### src/rtl/escalonador_ativos_pkg.sv
// Shared definitions for the active-node scheduler.
//   estado_t : scheduler FSM states (idle / searching / full)
package escalonador_ativos_pkg;

  localparam int ESTADO_W = 2;

  typedef enum logic [ESTADO_W-1:0] {
    ST_IDLE       = 2'd0,
    ST_PROCURANDO = 2'd1,
    ST_CHEIO      = 2'd2
  } estado_t;

endpackage

### src/rtl/escalonador_ativos_rr_seletor.sv
// rr_seletor: combinational round-robin free-slot finder.
// Scans i_livre starting at i_ptr upward, wrapping NUM_NA-1 -> 0, and
// reports the first free slot.
//   i_livre   in  NUM_NA  free-slot mask (1 = eligible)
//   i_ptr     in  IDX_W   scan start index (must be < NUM_NA)
//   o_found   out 1       a free slot exists
//   o_onehot  out NUM_NA  one-hot of chosen slot (0 if none)
//   o_idx     out IDX_W   index of chosen slot (0 if none)
module rr_seletor #(
  parameter int NUM_NA = 8,
  parameter int IDX_W  = $clog2(NUM_NA)
) (
  input  logic [NUM_NA-1:0] i_livre,
  input  logic [IDX_W-1:0]  i_ptr,
  output logic              o_found,
  output logic [NUM_NA-1:0] o_onehot,
  output logic [IDX_W-1:0]  o_idx
);

  always_comb begin : scan
    logic [IDX_W:0] w_pos;
    o_found  = 1'b0;
    o_onehot = '0;
    o_idx    = '0;
    w_pos    = '0;
    for (int unsigned off = 0; off < NUM_NA; off++) begin
      // ptr + off < 2*NUM_NA, so one conditional subtract is the modulo
      w_pos = {1'b0, i_ptr} + (IDX_W+1)'(off);
      if (w_pos >= (IDX_W+1)'(NUM_NA)) begin
        w_pos = w_pos - (IDX_W+1)'(NUM_NA);
      end
      if (!o_found && i_livre[w_pos[IDX_W-1:0]]) begin
        o_found                     = 1'b1;
        o_onehot[w_pos[IDX_W-1:0]]  = 1'b1;
        o_idx                       = w_pos[IDX_W-1:0];
      end
    end
  end

endmodule

### src/rtl/escalonador_ativos.sv
// escalonador_ativos: allocates active-node update requests to NUM_NA slots.
// Tracks an occupancy mask plus the address held by each slot and picks free
// slots round-robin. With `ESCALONADOR_DEDUP_EN defined, a request whose
// address is already held re-triggers the owning slot instead of allocating.
// Ports:
//   clk, rst_n          clock (rising edge), async active-low reset
//   req_valid_in/ready  request handshake; ready = idle
//   req_endereco_in     requested node address
//   desativar_in/idx    free slot idx at the next edge (any state)
//   habilitar_out       registered one-hot enable pulse to the chosen slot
//   ativo_out           occupancy mask
//   slot_endereco_out   packed per-slot addresses, slot i at [i*ADR_WIDTH +: ADR_WIDTH]
//   ocupacao_out        popcount of ativo_out
//   cheio_out/vazio_out mask all-ones / all-zeros
module escalonador_ativos
  import escalonador_ativos_pkg::*;
#(
  parameter int NUM_NA    = 8,
  parameter int ADR_WIDTH = 5,
  parameter int IDX_W     = $clog2(NUM_NA)
) (
  input  logic                        clk,
  input  logic                        rst_n,
  input  logic                        req_valid_in,
  output logic                        req_ready_out,
  input  logic [ADR_WIDTH-1:0]        req_endereco_in,
  input  logic                        desativar_in,
  input  logic [IDX_W-1:0]            desativar_idx_in,
  output logic [NUM_NA-1:0]           habilitar_out,
  output logic [NUM_NA-1:0]           ativo_out,
  output logic [NUM_NA*ADR_WIDTH-1:0] slot_endereco_out,
  output logic [IDX_W:0]              ocupacao_out,
  output logic                        cheio_out,
  output logic                        vazio_out
);

  estado_t                     r_estado, w_prox_estado;
  logic [ADR_WIDTH-1:0]        r_endereco;
  logic [NUM_NA-1:0]           r_ativo;
  logic [NUM_NA-1:0]           r_habilitar;
  logic [NUM_NA*ADR_WIDTH-1:0] r_slot_end;
  logic [IDX_W-1:0]            r_ptr;

  logic [NUM_NA-1:0]           w_liberado;
  logic                        w_hit;
  logic [NUM_NA-1:0]           w_hit_onehot;
  logic                        w_found;
  logic [NUM_NA-1:0]           w_aloc_onehot;
  logic [IDX_W-1:0]            w_aloc_idx;
  logic [NUM_NA-1:0]           w_hab_prox;
  logic [NUM_NA-1:0]           w_set;
  logic [IDX_W-1:0]            w_ptr_prox;
  logic                        w_aceita;
  logic [IDX_W:0]              w_ocup;

  assign w_aceita = req_valid_in && (r_estado == ST_IDLE);

  always_comb begin
    w_liberado = '0;
    for (int unsigned i = 0; i < NUM_NA; i++) begin
      if (desativar_in && (desativar_idx_in == IDX_W'(i))) begin
        w_liberado[i] = 1'b1;
      end
    end
  end

  // Registered mask excludes a slot freed this cycle: it still reads as
  // active, so it cannot be allocated until the following cycle.
  rr_seletor #(
    .NUM_NA (NUM_NA),
    .IDX_W  (IDX_W)
  ) u_rr_seletor (
    .i_livre  (~r_ativo),
    .i_ptr    (r_ptr),
    .o_found  (w_found),
    .o_onehot (w_aloc_onehot),
    .o_idx    (w_aloc_idx)
  );

`ifdef ESCALONADOR_DEDUP_EN
  always_comb begin
    w_hit        = 1'b0;
    w_hit_onehot = '0;
    for (int unsigned i = 0; i < NUM_NA; i++) begin
      if (!w_hit && r_ativo[i] && !w_liberado[i] &&
          (r_slot_end[i*ADR_WIDTH +: ADR_WIDTH] == r_endereco)) begin
        w_hit           = 1'b1;
        w_hit_onehot[i] = 1'b1;
      end
    end
  end
`else
  assign w_hit        = 1'b0;
  assign w_hit_onehot = '0;
`endif

  always_comb begin
    w_prox_estado = r_estado;
    w_hab_prox    = '0;
    w_set         = '0;
    w_ptr_prox    = r_ptr;
    case (r_estado)
      ST_IDLE: begin
        if (req_valid_in) w_prox_estado = ST_PROCURANDO;
      end
      ST_PROCURANDO: begin
        if (w_hit) begin
          w_hab_prox    = w_hit_onehot;
          w_prox_estado = ST_IDLE;
        end else if (w_found) begin
          w_hab_prox    = w_aloc_onehot;
          w_set         = w_aloc_onehot;
          w_ptr_prox    = (w_aloc_idx == IDX_W'(NUM_NA-1)) ? '0 : w_aloc_idx + 1'b1;
          w_prox_estado = ST_IDLE;
        end else begin
          w_prox_estado = ST_CHEIO;
        end
      end
      ST_CHEIO: begin
        // Also retry if a slot is already free: it may have been released in
        // the very cycle the search saw a full mask.
        if ((|(w_liberado & r_ativo)) || (|(~r_ativo))) begin
          w_prox_estado = ST_PROCURANDO;
        end
      end
      default: w_prox_estado = ST_IDLE;
    endcase
  end

  always_ff @(posedge clk or negedge rst_n) begin
    if (!rst_n) begin
      r_estado    <= ST_IDLE;
      r_endereco  <= '0;
      r_ativo     <= '0;
      r_habilitar <= '0;
      r_slot_end  <= '0;
      r_ptr       <= '0;
    end else begin
      r_estado    <= w_prox_estado;
      r_habilitar <= w_hab_prox;
      r_ptr       <= w_ptr_prox;
      // Allocation targets only slots already free, so set-after-clear is safe.
      r_ativo     <= (r_ativo & ~w_liberado) | w_set;
      if (w_aceita) r_endereco <= req_endereco_in;
      for (int unsigned i = 0; i < NUM_NA; i++) begin
        if (w_set[i]) r_slot_end[i*ADR_WIDTH +: ADR_WIDTH] <= r_endereco;
      end
    end
  end

  always_comb begin
    w_ocup = '0;
    for (int unsigned i = 0; i < NUM_NA; i++) begin
      w_ocup = w_ocup + (IDX_W+1)'(r_ativo[i]);
    end
  end

  assign req_ready_out     = (r_estado == ST_IDLE);
  assign habilitar_out     = r_habilitar;
  assign ativo_out         = r_ativo;
  assign slot_endereco_out = r_slot_end;
  assign ocupacao_out      = w_ocup;
  assign cheio_out         = &r_ativo;
  assign vazio_out         = ~|r_ativo;

endmodule

### config.mk
export PLATFORM = sky130hd
export DESIGN_NAME = escalonador_ativos
export DESIGN_NICKNAME = d
export VERILOG_FILES = /design/src/rtl/escalonador_ativos_pkg.sv /design/src/rtl/escalonador_ativos_rr_seletor.sv /design/src/rtl/escalonador_ativos.sv
export SDC_FILE = /design/constraint.sdc
export NUM_CORES = 1
export LEC_CHECK = 0
export ABC_AREA = 1
export BUFFER_PORTS_ARGS = -buffer_cell sky130_fd_sc_hd__buf_2
export CELL_PAD_IN_SITES_DETAIL_PLACEMENT = 1
export CELL_PAD_IN_SITES_GLOBAL_PLACEMENT = 1
export CORE_ASPECT_RATIO = 0.75
export CORE_MARGIN = 2
export CORE_UTILIZATION = 37
export CTS_CLUSTER_SIZE = 8
export DETAILED_ROUTE_END_ITERATION = 6
export PLACE_DENSITY_LB_ADDON = 0.08
export RECOVER_POWER = 50
export SLEW_MARGIN = 40
export SYNTH_ARGS = -nofsm -noshare
export SYNTH_HDL_FRONTEND = slang
export SYNTH_SLANG_ARGS = --single-unit
export TNS_END_PERCENT = 10
### constraint.sdc
create_clock -name clk -period 2.9 [get_ports clk]
set_input_delay 0.145 -clock clk [delete_from_list [all_inputs] [get_ports clk]]
set_output_delay 0.145 -clock clk [all_outputs]
set_load 0.05 [all_outputs]
==> results of run 1 <==
[worst max path at each step]
stage / startpoint / to / depth (start not counted)
finish: ativo_out[0] / ocupacao_out[1] / 10
global route: ativo_out[0] / ocupacao_out[1] / 10
CTS: ativo_out[0] / ocupacao_out[1] / 10
detailed placement: ativo_out[0] / ocupacao_out[2] / 10
global placement: ativo_out[0] / ocupacao_out[1] / 10
floorplan: ativo_out[0] / ocupacao_out[1] / 9
[cell type report]
class | count | area [um2] | share of cell area, %
flip-flops and latches | 66 | 1660 | 29.8
well taps | 162 | 203 | 3.65
multi-input cells | 451 | 2520 | 45.4
clock inverters | 7 | 68.8 | 1.24
clock buffers | 9 | 225 | 4.05
inverters | 64 | 246 | 4.44
repair buffers | 114 | 634 | 11.4
[synth_stat cells (all sizes together) (4+ instances only)]
cell type	n	area, um2
fa	4	80.1
nand3	108	603
nand4	22	159
inv	63	236
nand2	189	840
clkbuf	9	33.8
nor2	61	280
a21oi	5	25.0
buf	14	93.8
o21ai	13	65.1
ha	13	163
nor3	19	95.1
mux2	5	56.3
dfrtp	66	1650
[stage by stage]
| step | util, % | setup WS [ps] | hold slack [ps] | cell area [um2] | std cells |
|---|---|---|---|---|---|
| 5_1_grt | 47.5 | -626 | 47.6 | 5550 | 873 |
| 2_1_floorplan | - | -286 | -151 | 4510 | 604 |
| 6_report | 47.5 | -545 | 40.4 | 5550 | 873 |
| 4_1_cts | 47.7 | -582 | 38.9 | 5580 | 873 |
| 3_5_place_dp | 44.9 | -253 | 113 | 5250 | 856 |
| 3_3_place_gp | 44.9 | -229 | 103 | 5250 | 856 |
[state kept, by name, indices dropped and copies added, names as in the netlist]
signal             count
ativo_out              8
habilitar_out          8
r_endereco             5
r_estado               2
r_ptr                  3
slot_endereco_out     40
[layout by cell type, fill, tap and decap left out, types with 5 or more instances in the layout]
cell type and count:
a21oi_1 5, buf_2 21, buf_4 37, clkbuf_1 50
clkbuf_16 9, dfrtp_1 62, ha_1 11, inv_1 55
inv_2 6, mux2_2 5, nand2_1 163, nand2_2 13
nand2_4 13, nand3_1 96, nand3_2 11, nand4_1 20
nor2_1 49, nor2_2 8, nor3_1 19, o21ai_0 8
[worst max-delay path: cells and delay by family, from the launching register on]
kind	cells	cell delay, ps
adder cells (fa/ha/maj)	5	2150
buffers and inverters	5	410
flip-flops	1	410
[logic make-up (layout without fill, tap and decap cells)]
family | after synthesis | after routing | share of synthesized area [%]
DFF | 66 | 66 | 36.9
adders and majority gates | 17 | 17 | 5.42
xor gates and xnor gates | 1 | 1 | 0.196
and+or+nand+nor | 402 | 402 | 44.6
muxes | 5 | 5 | 1.26
buffers and inverters | 87 | 194 | 8.22
AOI/OAI and AO/OA | 26 | 26 | 3.44
[routing by layer]
metal	vias up	global-route usage (%)	wire length [um]
met4	0	5.65	187
li1	2179	-	-
met5	-	0	0
met1	2207	36.0	7530
met3	18	4.20	814
met2	108	36.3	6700
[timing repair]
item / 4_1_cts / 5_1_grt
setup endpoints to repair: 5 / 24
hold buffers: 1 / 0
gates resized for setup: 10 / 9
pin swaps: 1 / 0
hold endpoints to repair: 18 / 0
buffers inserted: 0 / 0
==> results.toml, run 1 <==
[route]
drtPass1Iterations = 4
drtIter0Drc = 215
vias = 4512
wl_per_cell_um = 17.4
ant_nets = 0
drc = 0
via_per_inst = 5.17
routed_wirelength_um = 15200

[clock_tree]
clk_latency_ps = 340
root_buffer = "clkbuf_16"
path_clk_slew_ps = 60
numCtsBuffers = 9
cts_tree = "built"
cts_buffer_depth = 2
cts_max_level = 3
cts.sink_count = 66

[hold_path]
holdPathEnd = "r_endereco[0]"
hold_start = "req_endereco_in[0]"
min_path_cells = 2
worstHoldPathType = "in -> reg"

[status]
status = "finished with violations"
violations = "negative setup slack"

[grt]
grt_pass1_vias = 4642
grt_pass1_wl_um = 24100
grt_overflow_total = 0
grtUsageTotal_pct = 24.1
grt_max_degree = 35
antenna_found_initial = 0

[worst_setup_path]
r2r_slack_ps = 150
max_stage_delay_ps = 550
crit_chain = "fa_1 -> inv_1 -> fa_1 -> fa_1 -> inv_2 -> ha_4 -> inv_2 -> fa_2 -> clkinvlp_4 -> buf_6"
crit_type = "reg -> out"
cpMostUsedCell = "fa_1"
worst_r2r_path_depth = 18
start_kind = "register"
r2r_start = "r_ptr[0]"
required_ps = 2760
cp-end-kind = "output pin"
worstReg2RegEnd = "r_ptr[2]"
cp.arrival_ps = 3300
crit_slowest_cell = "fa_1"
crit_fanout = 2

[yosys]
synth_cell_type_count = 38
ys_ff_latch = 66
ys_async_sr_fraction_pct = 100
seq_area_frac_synth_pct = 36.9
syn_inst = 604
syn_area_um2 = 4480
yosysWarnings = 0
syn_avg_cell_area_um2 = 7.41
synth_flop_cell = "dfrtp_1"
synth_edf_count = 0
synth_fp_nets = 633

[timing]
worst_slew_pin_slew_ps = 1060
fin_tns_setup_ps = -1100
period_share_pct = 119
hold_viol_final = 0
fin_crit_ps = 3450
rsz0062_at_grt = "yes"
worst_slack_ps = -545
finalMaxSlewViolations = 0
fmax_mhz = 290
final-setup-viol-count = 4
skew_ps = 5.95
relSlewSlack_pct = 29.6

[die]
core_um2 = 11700
dieHeight_um = 99.3
start_util_pct = 38.3
die_w_um = 131
fp-row-count = 34
dieArea_um2 = 13000
io_pins = 75

[finish]
synthToLayoutAreaGrowth_pct = 24.1
antenna_cells = 0
layout.nets = 735
final_layout_size_suffix_gt1_share_pct = 21.5
fillers = 1508

[placed_design]
place_hpwl_um = 11800
gp_congestion = 0.882
port_buffers = 74

[run]
max_cap_viol_count = 0
Power of run 1 is left out: the tool's default activity adds up to more than one toggle a clock period on the data nets, which glitch-free logic cannot reach.
==> run 2, diff against run 1 <==
==> constraint.sdc (replaced) <==
create_clock -name clk -period 2.9 [get_ports clk]
set_input_delay 0.87 -clock clk [delete_from_list [all_inputs] [get_ports clk]]
set_output_delay 0.87 -clock clk [all_outputs]
set_load 0.05 [all_outputs]
==> run 2 against run 1 <==
- the flow still finishes with violations (negative setup slack)
- core utilization grew 2.3 points
- sequential cell count did not move
- critical path depth unchanged
- clock-buffer cell count increased by 1
- register-to-register slack about the same
- routed wire length increased by 2.2%
- die area is the same
- clock skew decreased by 0.96 ps
- cell area up 4.8%
- cell count rose by 1.5%
- maximum frequency decreased by 17%
- first-iteration DRC count increased by 25%
- critical endpoint unchanged
==> results.toml, run 2 (synthesized netlist as in run 1, its figures left out) <==
[die]
dieArea_um2 = 13000
io_pins = 75
die_w_um = 131
start_util_pct = 38.3
fp-row-count = 34
dieHeight_um = 99.3
core_um2 = 11700

[placed_design]
gp_congestion = 0.874
port_buffers = 74
place_hpwl_um = 11700

[timing]
fmax_mhz = 242
rsz0062_at_grt = "yes"
worst_slew_pin_slew_ps = 1120
period_share_pct = 142
relSlewSlack_pct = 25.5
worst_slack_ps = -1230
fin_crit_ps = 4130
final-setup-viol-count = 4
hold_viol_final = 0
skew_ps = 4.99
finalMaxSlewViolations = 0

[clock_tree]
clk_latency_ps = 330
path_clk_slew_ps = 60
cts_tree = "built"
cts.sink_count = 66
cts_buffer_depth = 2
hold_buffers = 0
cts_max_level = 3
root_buffer = "clkbuf_16"
numCtsBuffers = 9

[finish]
mostFrequentLayoutCell = "nand2_1"
fillers = 1492
multi_input_area_um2 = 2590
synthToLayoutAreaGrowth_pct = 30.0
largest_reg_flops = 40
layout.nets = 748
mostFrequentLayoutCells = "nand2_1, nand3_1, dfrtp_1, inv_1, nor2_1"
fin_util_pct = 49.8
antenna_cells = 0
seq_area_um2 = 1660
final_layout_size_suffix_gt1_share_pct = 28.5

[route]
routed_wirelength_um = 15600
via_per_inst = 5.23
drtPass1Iterations = 4
wl_per_cell_um = 17.6
vias = 4631
drc = 0
ant_nets = 0
drtIter0Drc = 268

[worst_setup_path]
r2r_slack_ps = 150
crit_slowest_cell = "fa_1"
worst_r2r_path_depth = 18
crit_start = "ativo_out[0]"
crit_family = "adder cells"
crit_fanout = 2
start_kind = "register"
max_stage_delay_ps = 540
cpMostUsedCell = "fa_1"
crit_end = "ocupacao_out[1]"
worstReg2RegEnd = "r_ptr[2]"
crit_type = "reg -> out"
cp.arrival_ps = 3260
worst-path-stages = 10
crit_chain = "fa_1 -> inv_1 -> fa_1 -> fa_1 -> inv_2 -> ha_4 -> inv_2 -> fa_2 -> clkinvlp_4 -> buf_6"
cp-end-kind = "output pin"
cp.buffers_inverters = 5
required_ps = 2030
r2r_start = "r_ptr[0]"

[grt]
grtUsageTotal_pct = 24.6
antenna_found_initial = 0
grt_pass1_vias = 4687
grt_pass1_wl_um = 24700
grt_max_degree = 32
grt_overflow_total = 0

[status]
violations = "negative setup slack"
status = "finished with violations"

[hold_path]
worstHoldPathType = "reg -> reg"

[run]
max_cap_viol_count = 0
-- run 2: cell types whose count changed in the layout (fill, tap and decap cells not counted), sizes merged --
cell | previous run | this run
buf | 62 | 99
clkbuf | 60 | 38
clkinv | 4 | 5
clkinvlp | 3 | 2
dlygate4sd3 | 1 | 0
inv | 63 | 62
-- run 2: area by class of cell --
class	instances	area share (%)
Multi-Input combinational cell	451	44.5
Sequential cell	66	28.5
Timing Repair Buffer	127	13.9
Inverter	64	4.41
Clock buffer	10	4.11
Tap cell	162	3.48
Clock inverter	6	1.12
-- run 2: timing repair --
action / in CTS / in global routing
buffers inserted: 0 / 9
setup endpoints to repair: 6 / 58
gates resized for setup: 14 / 32
pin swaps: 0 / 7
gates cloned: 0 / 1
-- run 2: per-stage QoR --
step,hold WS (ps),setup WS (ps),cells,setup TNS (ps),instance area [um2]
5_1_grt,498,-1330,886,-4330,5820
2_1_floorplan,488,-1010,604,-3770,4510
6_report,471,-1230,886,-3860,5820
3_3_place_gp,452,-957,860,-2820,5320
4_1_cts,471,-1260,876,-4000,5680
3_5_place_dp,457,-966,860,-3000,5320
-- run 2: layer usage --
layer	up-vias	global-route usage [%]	part of all wire, %	wire length (um)
met2	118	37.6	45	7030
li1	2208	-	-	-
met3	14	4.25	4.7	727
met1	2291	37.0	49	7690
met4	0	4.17	0.80	124
met5	-	0	0	0
-- run 2: worst min-delay path by stage --
stage / startpoint / to / slack [ps] / cells past startpoint
3_3_place_gp: slot_endereco_out[21] / slot_endereco_out[21] / 450 / 2
6_report: slot_endereco_out[26] / slot_endereco_out[26] / 470 / 2
4_1_cts: slot_endereco_out[5] / slot_endereco_out[5] / 470 / 2
2_1_floorplan: r_estado[1] / r_estado[1] / 490 / 1
3_5_place_dp: slot_endereco_out[5] / slot_endereco_out[5] / 460 / 2
5_1_grt: slot_endereco_out[20] / slot_endereco_out[20] / 500 / 2
-- run 2: tightest hold or removal path: stages (launching register included) --
cell     delay (ps)
dfrtp_1         340
nand2_1          50
nand2_1          50
Power of run 2 is left out for the same reason.
